`config.mk`:
```
export PLATFORM = sky130hd
export DESIGN_NAME = priority_arb_n_v
export DESIGN_NICKNAME = d
export VERILOG_FILES = /design/src/rtl/priority_arb_n_v.sv
export SDC_FILE = /design/constraint.sdc
export NUM_CORES = 1
export LEC_CHECK = 0
export CORE_AREA = 2 2 39 41
export DETAILED_ROUTE_END_ITERATION = 8
export DIE_AREA = 0 0 41 43
export SYNTH_ARGS = -nofsm -noshare
export SYNTH_HDL_FRONTEND = slang
export SYNTH_SLANG_ARGS = --single-unit
```
`constraint.sdc`:
```
create_clock -name i_clk -period 2.2 [get_ports i_clk]
set_input_delay 0.44 -clock i_clk [delete_from_list [all_inputs] [get_ports i_clk]]
set_output_delay 0.44 -clock i_clk [all_outputs]
set_load 0.02 [all_outputs]
```
`src/rtl/priority_arb_n_v.sv`:
```
// N-input registered priority arbiter with a valid/ready grant hold.
// MODE 0 grants the lowest set index; MODE 1 rotates from a pointer past the last accepted grant.
module priority_arb_n_v #(
  parameter int N     = 4,
  parameter int IDX_W = 2,
  parameter int MODE  = 0
) (
  input  logic             i_clk,
  input  logic             i_rst_n,
  input  logic [N-1:0]     i_req,
  input  logic             i_ready,
  output logic             o_valid,
  output logic [IDX_W-1:0] o_idx,
  output logic [N-1:0]     o_gnt
);

  typedef enum logic {IDLE, HOLD} state_t;

  state_t           state_q, state_d;
  logic [IDX_W-1:0] idx_q, idx_d;
  logic [N-1:0]     gnt_q, gnt_d;
  logic [IDX_W-1:0] ptr_q, ptr_d;
  logic             accept;
  logic [IDX_W-1:0] ptr_nxt;
  logic [IDX_W-1:0] win;
  logic             found;

  assign accept  = (state_q == HOLD) && i_ready;
  // Re-arbitration on an accepting edge must already see the advanced pointer.
  assign ptr_nxt = !accept ? ptr_q :
                   (idx_q == IDX_W'(N-1)) ? '0 : idx_q + 1'b1;

  always_comb begin
    int k;
    win   = '0;
    found = 1'b0;
    k     = 0;
    for (int off = 0; off < N; off++) begin
      k = (MODE == 1) ? int'(ptr_nxt) + off : off;
      if (k >= N) k = k - N;
      if (!found && i_req[k]) begin
        found = 1'b1;
        win   = IDX_W'(k);
      end
    end
  end

  always_comb begin
    state_d = state_q;
    idx_d   = idx_q;
    gnt_d   = gnt_q;
    ptr_d   = ptr_q;
    if (MODE == 1) ptr_d = ptr_nxt;
    case (state_q)
      IDLE: begin
        if (|i_req) begin
          state_d    = HOLD;
          idx_d      = win;
          gnt_d      = '0;
          gnt_d[win] = 1'b1;
        end
      end
      HOLD: begin
        if (accept) begin
          if (|i_req) begin
            idx_d      = win;
            gnt_d      = '0;
            gnt_d[win] = 1'b1;
          end else begin
            state_d = IDLE;
            idx_d   = '0;
            gnt_d   = '0;
          end
        end
      end
      default: state_d = IDLE;
    endcase
  end

  always_ff @(posedge i_clk) begin
    if (!i_rst_n) begin
      state_q <= IDLE;
      idx_q   <= '0;
      gnt_q   <= '0;
      ptr_q   <= '0;
    end else begin
      state_q <= state_d;
      idx_q   <= idx_d;
      gnt_q   <= gnt_d;
      ptr_q   <= ptr_d;
    end
  end

  assign o_valid = (state_q == HOLD);
  assign o_idx   = idx_q;
  assign o_gnt   = gnt_q;

endmodule

```
======== Yosys cells after proc, flatten, opt, wreduce, memory -nomap -nowiden ========
Index checks and enable logic that the tools add are counted.
word-level totals
  logic and storage cells ................. 37
  output and inout port bits .............. 7
  flip-flop bits (word level) ............. 7
  input bits .............................. 7
operators by class
  reductions and logical operators ........ 10
  equality and inequality tests ........... 2
  $lt $le $gt $ge ......................... 2
  bitwise gates (word level) .............. 1
  multiplexer cells ....................... 19
operators by type and width
  operator                                                                             number
  4-bit 2-to-1 mux                                                                     3
  2-bit 2-to-1 mux                                                                     5
  4-bit case mux with 2 select lines                                                   1
  1-bit 2-to-1 mux                                                                     7
  1-bit logical AND                                                                    5
  2-bit case mux with 2 select lines                                                   1
  4-bit OR reduction                                                                   1
  1-bit zero test                                                                      3
  2-bit by 3-bit < comparator with 1-bit output, second input constant                 1
  1-bit demux with 2-bit select                                                        1
  2-bit by 1-bit greater-or-equal comparator with 1-bit output, second input constant  1
  2-bit by 1-bit != test with 1-bit output, second input constant                      1
  2-bit != test, second input constant                                                 1
  1-bit case mux with 2 select lines                                                   1
  2-bit AND reduction                                                                  1
  1-bit NOT                                                                            1

======== Longest topological paths before layout ========
  word-level depth ........................ 17
  depth in mapped cells ................... 3
  depth with buffers taken out ............ 3

======== Least setup slack after synthesis ========
OpenSTA, ideal clock, no wires.
  kind .................................... reg2reg
  start point ............................. register state_q (netlist: o_valid)
  end point ............................... register idx_q[1] (netlist: o_idx[1])
  library setup time ...................... 0.070 ns
  data arrival time ....................... 1.113 ns
  data required time ...................... 2.130 ns
  stages on the path, launching flop included .. 4
  path buffers ............................ 0
  setup slack ............................. 1.017 ns
  clock period less this slack ............ 1.183 ns
  cells stage by stage .................... dfxtp_1 nor2b_4 or4_1 a21oi_1
between the ends
  cells in the longest elaborated chain, start to end .. 3
  elaborated cells between the ends (all ways) .. 6
  classes of those cells .................. eq/ne: 2; mux: 1; bitwise: 1; reduce/logical: 2
RTL lines
  element                                                                                            RTL line  source
  start, declared                                                                                    19        state_t state_q, state_d;
  start signal, assigned                                                                             87        state_q <= state_d;
  1-bit logical AND / 1-bit NOT (equally long branches)                                              -
  2-bit by 1-bit != test with 1-bit output (no source line) / 2-bit != test (equally long branches)  -
  2-bit AND reduction (no source line)                                                               -
  end signal, assigned                                                                               88        idx_q <= idx_d;
  end, declared                                                                                      20        logic [IDX_W-1:0] idx_q, idx_d;
Several ways; a longest one is shown, not always the timed one.
A chain may end at the register's enable or synchronous reset.

======== Final worst setup path ========
  start point ............................. register state_q (netlist: o_valid)
  end point ............................... output port o_valid
RTL lines
  element        RTL line  source
  end, declared  12        output logic o_valid,
No word-level cell between the ends.

==> results.cfg <==
[run_status]
outcome = complete, no violations

[drt]
ant_nets = 0
route.detailed.drc = 0
routed-via-count = 372
drt_first_iter_violations = 16
vias_per_cell = 5.167
drtPass1Iterations = 4
final_wirelength_um = 828
route.detailed.wl_per_inst_um = 11.50

[worst_setup_path]
cp-end-kind = output port
cp_data_required_time_ns = 1.76
r2r_path_start = o_valid
reg2regPathDepth = 3
cp.arrival_ns = 1.27
setup.worst_path.start = o_valid
worst-path-buf-inv = 1
slowest_delay_ns = 0.63
rr_endpoint = o_idx[1]
criticalPathCategory = flop to output port
crit_fanout = 5
worst_path_max_delay_cell = clkdlybuf4s50_1
critPathLaunchType = flop
r2r_slack_ns = 1.03
crit_path_cell_trace = clkdlybuf4s50_1
cpLargestDelayFamily = buffers and inverters

[power_and_ir_drop]
powerDensity_nw_per_um2 = 621.6
peakVddDrop_uv = 238.3
p_leak_nw = 0.1837

[logic_synthesis]
netlist_top_cells_count = nand3_1, dfxtp_1, nand4_1
synthFlopType = dfxtp_1
post_synth_main_area_contributors = dfxtp_1, nand3_1, nand4_1
post_synth_num_cell_types = 17
synth-edff-count = 0
synth_most_common_cell = nand3_1
syn-num-nets = 47
yosysTopAreaCellShare = 0.4324
synthDominantAreaCellType = dfxtp_1
avgSynthCellArea_um2 = 8.102
sequential_cell_area_fraction_in_the_yosys_report = 0.4324
synth-seq-cells = 7
ys.warnings.count = 0
synth_cells = 40
syn-cell-area_um2 = 324.1
asyncSetResetFlopFracSynth = 0

[clock_network]
clock_buffers_created_by_tritoncts = 3
cts_root_buffer = clkbuf_4
clock_transition_at_the_register_clock_pins_on_the_worst_setup_and_hold_paths_after_cts_ns = 0.05
tritoncts_num_sinks = 7
ctsLongestPathBuffers = 2
holdBufCountCts = 0
clock_insertion_delay_at_the_later_pin_of_the_skew_report_ns = 0.25
tritoncts = yes
cts_resized = 0
postCtsSetupRepairBufs = 0
cts_max_level = 1

[cells_and_area]
synthesis_to_finish_area_growth_pct = 53.28
non_filler_cells_in_the_finished_layout = 72
antenna_cells = 0
ratio_of_cells_with_drive_above_1_in_the_final_layout = 0.07143
finalNetCount = 64

[floorplan]
starting_density_of_the_core = 0.2342
die_area_um2 = 1763
ios = 14
core_um2 = 1384
chipWidth_um = 41
overall_die_height_um = 43
placement_rows = 14

[timing]
finalSetupViolations = 0
timing.final.max_slew_violations = 0
tightest_slew_ns = 0.5039
post-route-period-util = 0.7762
finClkSkew_ns = 0.004978
maxSlewHeadroom = 0.6615
maxClockFrequency_mhz = 585.6
finalHoldWorstSlack_ns = 0.4874
period_needed_ns = 1.708
grt_setup_unrepaired = no
timing.final.hold_violations = 0
final.setup.tns_ns = 0

[global_route]
gr-usage-all-layers = 0.1155
grt_remaining_overflow = 0
grt_pass1_vias = 338
grt_first_pass_wirelength_um = 1338
grt_antenna_before_repair = 0
grt_start_max_net_pins = 11

[min_path]
holdCritPathClass = flop to flop
worst_hold_startpoint = o_gnt[0]
timing.hold.worst_endpoint = o_gnt[0]
hold_path_depth = 2

[job]
cap_viol_max_count = 0

[place]
detailedPlacementHpwl_um = 636.9
gp_congestion = 0.7275
place.detailed.instances = 68
place.port_buffers = 13
-- per-layer routing --
layer	GRT usage	part of all wire	vias to the layer above	wire length, um
met1	0.1286	0.47	178	388
li1	-	-	185	-
met5	0	0	-	0
met3	0.06283	0.048	0	40
met2	0.1688	0.48	9	400
met4	0.06000	0	0	0
-- kinds of logic after synthesis --
| logic type | Yosys count | share of synthesized area |
|---|---|---|
| compound gates | 7 | 0.1274 |
| flops | 7 | 0.4324 |
| simple gates | 23 | 0.4054 |
| buf+inv | 3 | 0.03475 |
-- power breakdown --
group / switching [mW] / internal, mW / total (mW)
Clock: 0.0467 / 0.0692 / 0.116
Combinational: 0.0286 / 0.0267 / 0.0553
Sequential: 0.00457 / 0.133 / 0.138
Total: 0.0799 / 0.229 / 0.309
-- metrics by stage --
stage	worst slack (ns)	util	power (mW)	area [um2]
after floorplan	1.017	-	0.1651	324.1
after global placement	0.4549	0.3400	0.1954	470.5
after detailed placement	0.3931	0.3400	0.1952	470.5
after CTS	0.4685	0.3590	0.3146	496.7
after global routing	0.4295	0.3590	0.3260	496.7
final	0.4923	0.3590	0.3088	496.7
-- cell type report --
| cell class | instances | area, um2 |
|---|---|---|
| timing repair buffer | 13 | 130.1 |
| multi-input combinational | 30 | 172.7 |
| fill | 158 | 887.1 |
| tap | 16 | 20.02 |
| clock buffer | 4 | 26.28 |
| inverter | 2 | 7.507 |
| sequential | 7 | 140.1 |
-- how the worst max path moves through the flow --
| stage | cells past startpoint | slack [ns] | to |
|---|---|---|---|
| floorplan | 3 | 1.02 | o_idx[1] |
| global placement | 4 | 0.45 | o_gnt[1] |
| detailed placement | 4 | 0.39 | o_gnt[1] |
| CTS | 1 | 0.47 | o_valid |
| global route | 1 | 0.43 | o_valid |
| finish | 1 | 0.49 | o_valid |
-- tightest hold or removal path: cells and delay by family, from the launching register on --
family,cells,cell delay (ns)
AOI/OAI and AO/OA,2,0.13
DFF,1,0.30
-- layout by cell type (no fill, tap or decap), drive strengths merged, types with 2 or more instances in the layout --
cell / n
dfxtp: 7
nand4: 5
nand2: 2
a31oi: 2
clkdlybuf4s50: 13
inv: 2
nand3: 8
nor2b: 2
clkbuf: 4
a21oi: 2
nor2: 2
o21ai: 2
-- flip-flops by register name, indices dropped and copies added, names as in the netlist --
| signal | flops |
|---|---|
| o_valid | 1 |
| o_gnt | 4 |
| o_idx | 2 |
(Power assumes the default switching activity.)
